--- src/rtl/snake_body_seq_if.sv ---
// Handshake, step control and render-read bundle between the game FSM and the snake body store.
interface snake_body_seq_if #(
    parameter int XW = 7,
    parameter int YW = 7,
    parameter int AW = 6
);
    logic          i_Init;
    logic          i_Start;
    logic [XW-1:0] i_Head_x;
    logic [YW-1:0] i_Head_y;
    logic          i_Grow;
    logic [AW-1:0] i_Rd_idx;
    logic [XW-1:0] o_Rd_x;
    logic [YW-1:0] o_Rd_y;
    logic          o_Busy;
    logic          o_Done;
    logic          o_Hit;
    logic [AW:0]   o_Len;
    logic          o_Full;

    modport master (
        output i_Init, i_Start, i_Head_x, i_Head_y, i_Grow, i_Rd_idx,
        input  o_Rd_x, o_Rd_y, o_Busy, o_Done, o_Hit, o_Len, o_Full
    );
    modport slave (
        input  i_Init, i_Start, i_Head_x, i_Head_y, i_Grow, i_Rd_idx,
        output o_Rd_x, o_Rd_y, o_Busy, o_Done, o_Hit, o_Len, o_Full
    );
endinterface

--- src/rtl/snake_body_seq.sv ---
// Snake body ring buffer: serial self-collision scan, head push / tail pop per tick,
// and a registered random-access read port for the renderer.
module snake_body_seq #(
    parameter int XW       = 7,
    parameter int YW       = 7,
    parameter int MAX_LEN  = 64,
    parameter int AW       = 6,
    parameter int INIT_LEN = 3
) (
    input  logic             i_Clk,
    input  logic             i_Rst,
    snake_body_seq_if.slave  bus
);
    localparam int DW = XW + YW;

    localparam logic [2:0] S_IDLE   = 3'd0;
    localparam logic [2:0] S_INIT   = 3'd1;
    localparam logic [2:0] S_SCAN   = 3'd2;
    localparam logic [2:0] S_UPDATE = 3'd3;
    localparam logic [2:0] S_DONE   = 3'd4;

    localparam logic [AW:0]   LEN_MAX   = (AW+1)'(MAX_LEN);
    localparam logic [AW:0]   LEN_INIT  = (AW+1)'(INIT_LEN);
    localparam logic [AW:0]   LEN_ONE   = (AW+1)'(1);
    localparam logic [AW-1:0] PTR_ONE   = AW'(1);
    localparam logic [AW-1:0] TAIL_INIT = AW'(INIT_LEN - 1);

    logic [DW-1:0]   mem [MAX_LEN];

    logic [2:0]      state_reg;
    logic [AW:0]     len_reg;
    logic [AW-1:0]   head_ptr_reg;
    logic [AW-1:0]   tail_ptr_reg;
    logic [AW:0]     k_reg;
    logic [XW-1:0]   hx_reg;
    logic [YW-1:0]   hy_reg;
    logic            grow_reg;
    logic            hit_reg;
    logic            scan_vld_reg;
    logic [AW-1:0]   scan_addr_reg;
    logic [DW-1:0]   scan_q_reg;
    logic [DW-1:0]   rd_q_reg;
    logic            rd_vld_reg;

    logic            full;
    logic            wr_en;
    logic [AW-1:0]   wr_addr;
    logic [DW-1:0]   wr_data;
    logic [AW-1:0]   scan_addr;
    logic [AW-1:0]   rd_addr;
    logic            scan_match;
    logic            scan_last;

    assign full      = (len_reg == LEN_MAX);
    assign scan_addr = head_ptr_reg + k_reg[AW-1:0];
    assign rd_addr   = head_ptr_reg + bus.i_Rd_idx;
    assign scan_last = (scan_addr_reg == tail_ptr_reg);
    // The tail slot is vacated this tick unless the snake grows, so it cannot be hit.
    assign scan_match = (scan_q_reg == {hx_reg, hy_reg}) && !(scan_last && !grow_reg);

    always_comb begin
        wr_en   = 1'b0;
        wr_addr = '0;
        wr_data = '0;
        if (state_reg == S_INIT) begin
            wr_en   = 1'b1;
            wr_addr = k_reg[AW-1:0];
            wr_data = {hx_reg - XW'(k_reg), hy_reg};
        end else if (state_reg == S_UPDATE && !bus.i_Init) begin
            wr_en   = 1'b1;
            wr_addr = head_ptr_reg - PTR_ONE;
            wr_data = {hx_reg, hy_reg};
        end
    end

    always_ff @(posedge i_Clk) begin
        if (wr_en) mem[wr_addr] <= wr_data;
        rd_q_reg   <= mem[rd_addr];
        scan_q_reg <= mem[scan_addr];
    end

    always_ff @(posedge i_Clk) begin
        if (i_Rst) begin
            state_reg     <= S_IDLE;
            len_reg       <= '0;
            head_ptr_reg  <= '0;
            tail_ptr_reg  <= '0;
            k_reg         <= '0;
            hx_reg        <= '0;
            hy_reg        <= '0;
            grow_reg      <= 1'b0;
            hit_reg       <= 1'b0;
            scan_vld_reg  <= 1'b0;
            scan_addr_reg <= '0;
            rd_vld_reg    <= 1'b0;
        end else begin
            rd_vld_reg   <= ({1'b0, bus.i_Rd_idx} < len_reg);
            scan_vld_reg <= 1'b0;
            if (bus.i_Init) begin
                hx_reg       <= bus.i_Head_x;
                hy_reg       <= bus.i_Head_y;
                hit_reg      <= 1'b0;
                head_ptr_reg <= '0;
                k_reg        <= '0;
                state_reg    <= S_INIT;
            end else begin
                case (state_reg)
                    S_IDLE: begin
                        if (bus.i_Start) begin
                            hx_reg    <= bus.i_Head_x;
                            hy_reg    <= bus.i_Head_y;
                            grow_reg  <= bus.i_Grow & ~full;
                            hit_reg   <= 1'b0;
                            k_reg     <= '0;
                            state_reg <= S_SCAN;
                        end
                    end
                    S_INIT: begin
                        k_reg <= k_reg + LEN_ONE;
                        if (k_reg == LEN_INIT - LEN_ONE) begin
                            len_reg      <= LEN_INIT;
                            tail_ptr_reg <= TAIL_INIT;
                            state_reg    <= S_DONE;
                        end
                    end
                    S_SCAN: begin
                        if (len_reg == '0) begin
                            state_reg <= S_UPDATE;
                        end else begin
                            // Read is issued one cycle ahead of its compare.
                            if (k_reg < len_reg) begin
                                k_reg         <= k_reg + LEN_ONE;
                                scan_vld_reg  <= 1'b1;
                                scan_addr_reg <= scan_addr;
                            end
                            if (scan_vld_reg) begin
                                if (scan_match) begin
                                    hit_reg   <= 1'b1;
                                    state_reg <= S_DONE;
                                end else if (scan_last) begin
                                    state_reg <= S_UPDATE;
                                end
                            end
                        end
                    end
                    S_UPDATE: begin
                        head_ptr_reg <= head_ptr_reg - PTR_ONE;
                        if (len_reg == '0) begin
                            len_reg      <= LEN_ONE;
                            tail_ptr_reg <= head_ptr_reg - PTR_ONE;
                        end else if (grow_reg) begin
                            len_reg <= len_reg + LEN_ONE;
                        end else begin
                            tail_ptr_reg <= tail_ptr_reg - PTR_ONE;
                        end
                        state_reg <= S_DONE;
                    end
                    S_DONE:  state_reg <= S_IDLE;
                    default: state_reg <= S_IDLE;
                endcase
            end
        end
    end

    assign bus.o_Rd_x = rd_vld_reg ? rd_q_reg[DW-1:YW] : '0;
    assign bus.o_Rd_y = rd_vld_reg ? rd_q_reg[YW-1:0]  : '0;
    assign bus.o_Busy = (state_reg != S_IDLE);
    assign bus.o_Done = (state_reg == S_DONE);
    assign bus.o_Hit  = hit_reg;
    assign bus.o_Len  = len_reg;
    assign bus.o_Full = full;
endmodule

--- src/flat_wrapper.sv ---
// flat-port wrapper written by rule: the top's interface ports become plain ports
module snake_body_seq_flat 
#(
    parameter int XW       = 7,
    parameter int YW       = 7,
    parameter int MAX_LEN  = 64,
    parameter int AW       = 6,
    parameter int INIT_LEN = 3
)
  (i_Clk, i_Rst, bus_i_Init, bus_i_Start, bus_i_Head_x, bus_i_Head_y, bus_i_Grow, bus_i_Rd_idx, bus_o_Rd_x, bus_o_Rd_y, bus_o_Busy, bus_o_Done, bus_o_Hit, bus_o_Len, bus_o_Full);
  snake_body_seq_if #(.XW(XW), .YW(YW), .AW(AW)) bus_i ();
  input  logic i_Clk;
  input  logic i_Rst;
  input wire logic [$bits(bus_i.i_Init)-1:0] bus_i_Init;
  input wire logic [$bits(bus_i.i_Start)-1:0] bus_i_Start;
  input wire logic [$bits(bus_i.i_Head_x)-1:0] bus_i_Head_x;
  input wire logic [$bits(bus_i.i_Head_y)-1:0] bus_i_Head_y;
  input wire logic [$bits(bus_i.i_Grow)-1:0] bus_i_Grow;
  input wire logic [$bits(bus_i.i_Rd_idx)-1:0] bus_i_Rd_idx;
  output wire logic [$bits(bus_i.o_Rd_x)-1:0] bus_o_Rd_x;
  output wire logic [$bits(bus_i.o_Rd_y)-1:0] bus_o_Rd_y;
  output wire logic [$bits(bus_i.o_Busy)-1:0] bus_o_Busy;
  output wire logic [$bits(bus_i.o_Done)-1:0] bus_o_Done;
  output wire logic [$bits(bus_i.o_Hit)-1:0] bus_o_Hit;
  output wire logic [$bits(bus_i.o_Len)-1:0] bus_o_Len;
  output wire logic [$bits(bus_i.o_Full)-1:0] bus_o_Full;
  assign bus_i.i_Init = bus_i_Init;
  assign bus_i.i_Start = bus_i_Start;
  assign bus_i.i_Head_x = bus_i_Head_x;
  assign bus_i.i_Head_y = bus_i_Head_y;
  assign bus_i.i_Grow = bus_i_Grow;
  assign bus_i.i_Rd_idx = bus_i_Rd_idx;
  assign bus_o_Rd_x = bus_i.o_Rd_x;
  assign bus_o_Rd_y = bus_i.o_Rd_y;
  assign bus_o_Busy = bus_i.o_Busy;
  assign bus_o_Done = bus_i.o_Done;
  assign bus_o_Hit = bus_i.o_Hit;
  assign bus_o_Len = bus_i.o_Len;
  assign bus_o_Full = bus_i.o_Full;
  snake_body_seq #(.XW(XW), .YW(YW), .MAX_LEN(MAX_LEN), .AW(AW), .INIT_LEN(INIT_LEN)) u_core (.i_Clk(i_Clk), .i_Rst(i_Rst), .bus(bus_i));
endmodule
--- config.mk ---
export PLATFORM = sky130hd
export DESIGN_NAME = snake_body_seq_flat
export DESIGN_NICKNAME = d
export VERILOG_FILES = /design/src/rtl/snake_body_seq_if.sv /design/src/rtl/snake_body_seq.sv /design/src/flat_wrapper.sv
export SDC_FILE = /design/constraint.sdc
export NUM_CORES = 1
export LEC_CHECK = 0
export BUFFER_PORTS_ARGS = -buffer_cell sky130_fd_sc_hd__buf_2
export CAP_MARGIN = 30
export CORE_AREA = 3 3 293 295
export CTS_BUF_LIST = sky130_fd_sc_hd__clkbuf_16
export CTS_CLUSTER_DIAMETER = 100
export DETAILED_ROUTE_END_ITERATION = 16
export DIE_AREA = 0 0 296 298
export PLACE_DENSITY = 0.69
export SLEW_MARGIN = 20
export SYNTH_ARGS = -nofsm -noshare
export SYNTH_HDL_FRONTEND = slang
export SYNTH_SLANG_ARGS = --single-unit
--- constraint.sdc ---
create_clock -name i_Clk -period 5.6 [get_ports i_Clk]
set_clock_uncertainty 0.05 [all_clocks]
set_input_delay 0.28 -clock i_Clk [delete_from_list [all_inputs] [get_ports i_Clk]]
set_output_delay 0.28 -clock i_Clk [all_outputs]
set_load 0.01 [all_outputs]
; ---- Yosys cells after proc, flatten, opt, wreduce, memory -nomap -nowiden
; Memory sizes are Yosys's and may differ from the RTL's. A register that Yosys moved wholly into a read port is not among the register bits.
; Index checks and enable logic that the tools add are counted.
[totals]
inputBits = 25
mem_count = 1
register_bits = 53
ramBits = 896
out_inout_bits = 25
wordCells = 117
[memory_table]
columns = name, depth, width, rd, rd_ports_with_merged_regs, wr, line
row1 = u_core.mem, 64, 14, 2, 2, 1, snake_body_seq.sv:28  ; logic [DW-1:0] mem [MAX_LEN];
[classes]
n_lt_le_gt_ge = 2
mux = 42
bitwise_logic = 5
reduce_logical = 25
n_addsub = 7
eq_ne = 22
[ops]
columns = op, count
row1 = $mux 7, 14
row2 = $mux 6, 5
row3 = $mux 14, 2
row4 = $reduce_and 4->1, 6
row5 = $pmux 7 s3, 1
row6 = $mux 3, 6
row7 = $add 7x1->7 const B, 2
row8 = $eq 14x14->1, 1
row9 = $pmux 7 s2, 1
row10 = $add 6x6->6, 2
row11 = $pmux 3 s4, 1
row12 = $pmux 6 s2, 1
row13 = $sub 6x1->6 const B, 2
row14 = $mux 1, 10
row15 = $ne 3x3->1 const B, 3
row16 = $reduce_bool 2->1, 4
row17 = $eq 7x2->1 const B, 1
row18 = $eq 7x7->1 const B, 1
row19 = $logic_not 7->1, 1
row20 = $lt 6x7->1, 1
row21 = $lt 7x7->1, 1
row22 = $sub 7x7->7, 1
row23 = $eq 3x2->1 const B, 2
row24 = $eq 6x6->1, 1
row25 = 21 further kinds, 33

; ---- Depth between registers and ports, before layout
[logic_depth]
word_depth = 9
depth_mapped = 12
mapped_depth_nobuf = 10

; ---- Worst setup path before layout
; No wires, ideal clock.
[synth_timing]
path_type = register -> register
from = reg u_core.k_reg[0]
to = mem u_core.mem[0][13] (netlist name) (data pin)
synth_period_minus_slack_ps = 4962
setup_time_ps = 702
stages_incl_launch_ff = 10
n_path_buf = 0
t_arrival_ps = 4210
setup_slack_ps = 638
cell_sequence = dfxtp_1 -> ha_1 -> fa_1 -> inv_1 -> a21o_1 -> a21oi_1 -> o21bai_1 -> a21oi_1 -> xnor3_1 -> o21ai_0
[synth_between]
elab_chain_len = 2
[synth_lines]
columns = element, line
row1 = "start, declared", snake_body_seq.sv:34  ; logic [AW:0] k_reg;
row2 = "start signal, assigned", snake_body_seq.sv:119  ; k_reg <= k_reg + LEN_ONE;
row3 = "start signal, assigned", snake_body_seq.sv:132  ; k_reg <= k_reg + LEN_ONE;
row4 = $sub 7x7->7, snake_body_seq.sv:68  ; wr_data = {hx_reg - XW'(k_reg), hy_reg};
row5 = $mux 14, snake_body_seq.sv:65  ; if (state_reg == S_INIT) begin
row6 = net u_core.wr_data[13], snake_body_seq.sv:48  ; logic [DW-1:0] wr_data;
row7 = "end, declared", snake_body_seq.sv:28
; The timed path passes the listed nets, and every way through them passes these cells.

; ---- Worst setup path after layout
[layout_timing]
from = reg u_core.k_reg[0]
to = reg u_core.scan_q_reg[1], read port of u_core.mem
[layout_between]
elab_chain_len = 1
[layout_lines]
columns = element, line
row1 = $add 6x6->6, snake_body_seq.sv:55  ; assign scan_addr = head_ptr_reg + k_reg[AW-1:0];
row2 = net u_core.scan_addr[1], snake_body_seq.sv:49  ; logic [AW-1:0] scan_addr;
row3 = "end, declared", snake_body_seq.sv:41  ; logic [DW-1:0] scan_q_reg;
; The timed path passes the listed nets, and every way through them passes these cells.
; A chain may end at the register's enable or synchronous reset.

==> run metrics <==
Cell Rows=106; largest net degree at the start of global routing=77; half-perimeter wire length after detailed placement=77.3 mm; synthesis-to-layout area growth=12.3%; status=finished clean; Routed Wire Length=129 mm; global-route congestion overflow total=0; Total Neg Setup Slack=0 ns; cell family with the largest share of critical-path delay=multiplexers; clock tree from TritonCTS=done; post-synth net total=2346; post-detailed-route via-to-cell ratio=7.24; GRT Overall Usage=29.8%; post-CTS setup buffer count=0; insertion delay of the later-clocked pin in the worst-skew pair=0.67 ns; flip-flop count of the largest register after layout=896; vias in the first global route=26059; synthesis warning total=0; synthesized area per cell=20.0 µm²; initial drt markers=3450; CTS Root Cell=sky130_fd_sc_hd__clkbuf_16; number of max-cap violations=0; sequential fraction of the synthesis area=62.3%; top cells by area, synth=sky130_fd_sc_hd__edfxtp_1, sky130_fd_sc_hd__mux4_2, sky130_fd_sc_hd__dfxtp_1, sky130_fd_sc_hd__mux2i_1, sky130_fd_sc_hd__ha_1; CTS hold repair buffers=16; last weighted congestion value of the routability-driven placer=0.870; ANT nets after route=0; min cycle time layout=4.35 ns; slew at the pin closest to its max-slew limit=0.968 ns; worst hold start=bus_i_Start; starting density of the core=54.9%; Final #Nets=2477; top cell type's share of synthesized area=58.8%; number of storage elements in the synthesis netlist=977; post-cts sizing count=0; clock slew at reported path FFs=0.06 ns; max-slew violation total from the final report=0; Distinct cells, synth=53; part of the cycle the worst path needs=77.7%; Reg-to-Reg End=u_core.scan_q_reg[1]; DRC violation count after routing=0; FF-to-FF path depth=7; delay of the slowest cell on the worst path=1.28 ns; Worst Setup Slack, final=1.25 ns; clk sink count=977; cell at the slowest stage of the critical path=sky130_fd_sc_hd__fa_4; Slew Limit Headroom=35.2%; internal reg-to-reg setup slack=1.25 ns; synthesized instance count=2285; static leakage power=16.8 nW; Max VDD drop=0.237 mV; CP required=6.06 ns; critical-path cell list=ha_4, fa_4, buf_12, mux4_2, mux4_2, mux2i_1, mux2i_1; number of antenna violations at the first check in global routing=1; die height=298 µm; buffers added on ports=49; Yosys top cell by area=sky130_fd_sc_hd__edfxtp_1; Endpoint, Worst Hold=u_core.bus.o_Hit; total CTS buffers=99; maximum net fanout on the critical path=73; type of the most critical hold path=in2reg; Worst Hold Depth=4; P per Cell Area=307 nW/µm²; highest attainable clock frequency=230 MHz; routed wirelength normalized by instance count=36.1 µm; die area=88200 µm²; number of buffers and inverters on the critical path=1; routed via count=25896; CP endpoint kind=register; Core Region=83400 µm²; ANT cells=0; die boundary width=296 µm; H-Tree Depth=3; Synth Cell Area=45800 µm²; final hold violation count=0; global-route wire length before repair=187 mm; fraction of final layout cells with drive strength greater than 1=36.0%; detailed-router iteration count before antenna repair=5; placement-stage worst setup slack=1.31 ns; data arrival at the endpoint of the critical path=4.81 ns; type of the worst setup path=reg2reg; # setup viols final=0; worst r2r src=u_core.k_reg[0]; type of element launching the critical path=register; top-level I/O count=50; RSZ-0062 raised after global routing=no; maximum number of buffers from clock root to sink=3
-- Yosys cell counts (all sizes together) --
cell / n
o21bai: 3
nand2: 77
xor2: 16
o22ai: 7
nor2: 105
mux4: 560
nor3: 17
a221oi: 2
buf: 83
edfxtp: 896
a32o: 5
nor2b: 5
a41oi: 1
xnor2: 32
a21o: 10
a211o: 2
nor4: 4
nand3: 14
o311ai: 1
a21oi: 41
o2111ai: 1
mux2i: 90
or3: 6
clkbuf: 67
o21ai: 23
nand4: 7
and2: 22
inv: 32
nor3b: 3
a31oi: 4
o211ai: 1
or2: 3
fa: 3
and3: 11
ha: 33
o21a: 2
a211oi: 2
xnor3: 1
a311oi: 3
a22o: 1
nand2b: 6
dfxtp: 81
a22oi: 2
-- routing by layer --
metal  global-route usage, %  wire length (µm)  up-vias  share of wire (%)
li1                        -                 -    10025                  -
met1                    41.0             46700    13801                 36
met5                       0                 0        -                  0
met2                    46.6             62200     1819                 48
met3                    8.36             15700      251                 12
met4                    10.4              4640        0                3.6
-- per-stage QoR --
step | hold WS (ns) | total power [mW] | std cells | utilization [%] | area (µm²)
3_5_place_dp | 0.422 | 9.50 | 3378 | 57.6 | 48100
3_3_place_gp | 0.407 | 9.48 | 3373 | 57.5 | 47900
5_1_grt | 0.0451 | 16.2 | 3579 | 61.6 | 51400
4_1_cts | 0.000470 | 15.8 | 3578 | 61.6 | 51400
6_report | 0.0264 | 15.8 | 3579 | 61.6 | 51400
2_1_floorplan | 0.370 | 9.05 | 2285 | - | 45800
-- how the worst max path moves through the flow --
stage	cells past startpoint	endpoint	slack, ns	start
floorplan	9	u_core.mem[0][13]	0.64	u_core.k_reg[0]
global placement	7	u_core.scan_q_reg[1]	1.28	u_core.k_reg[0]
detailed placement	7	u_core.scan_q_reg[1]	1.31	u_core.k_reg[0]
CTS	7	u_core.scan_q_reg[1]	1.30	u_core.k_reg[0]
global route	7	u_core.scan_q_reg[12]	1.21	u_core.k_reg[0]
finish	7	u_core.scan_q_reg[1]	1.25	u_core.k_reg[0]
-- cell families after synthesis --
group                    count (synthesis)  share of synthesized area, %
AND/OR/NAND/NOR                        280                          2.79
flip-flops                             977                          62.3
multiplexers                           650                          29.5
XOR/XNOR                                49                         0.984
adder cells (fa/ha/maj)                 36                          1.03
buffers and inverters                  182                          1.78
AO/OA/AOI/OAI                          111                          1.53
-- placed cells by master (no fill, tap or decap), drive strengths merged, types with 7 or more instances in the layout --
master,instances
edfxtp,896
mux4,560
buf,163
nor2,105
clkbuf,100
mux2i,90
dfxtp,81
nand2,77
inv,58
clkinv,47
a21oi,41
ha,33
xnor2,32
o21ai,23
and2,22
nor3,17
xor2,16
dlygate4sd3,16
nand3,14
and3,11
a21o,10
bufinv,8
nand4,7
o22ai,7
-- worst register-to-register path, stage by stage (launching register included) --
cell	delay, ns
sky130_fd_sc_hd__dfxtp_1	0.45
sky130_fd_sc_hd__ha_4	0.24
sky130_fd_sc_hd__fa_4	1.28
sky130_fd_sc_hd__buf_12	0.47
sky130_fd_sc_hd__mux4_2	0.51
sky130_fd_sc_hd__mux4_2	0.55
sky130_fd_sc_hd__mux2i_1	0.53
sky130_fd_sc_hd__mux2i_1	0.14
-- report_power, final --
group	switching, mW	internal (mW)
sequential	0.0647	8.04
combinational	0.720	0.540
clock	2.81	3.60
-- cell type report --
class	count	area (µm²)
Timing Repair Buffer	180	1610
Clock buffer	99	2480
Sequential cell	977	28500
Clock inverter	85	669
Tap cell	1080	1350
Multi-Input combinational cell	1126	16600
Inverter	32	120
Fill cell	5719	32000
(Power assumes the default switching activity.)
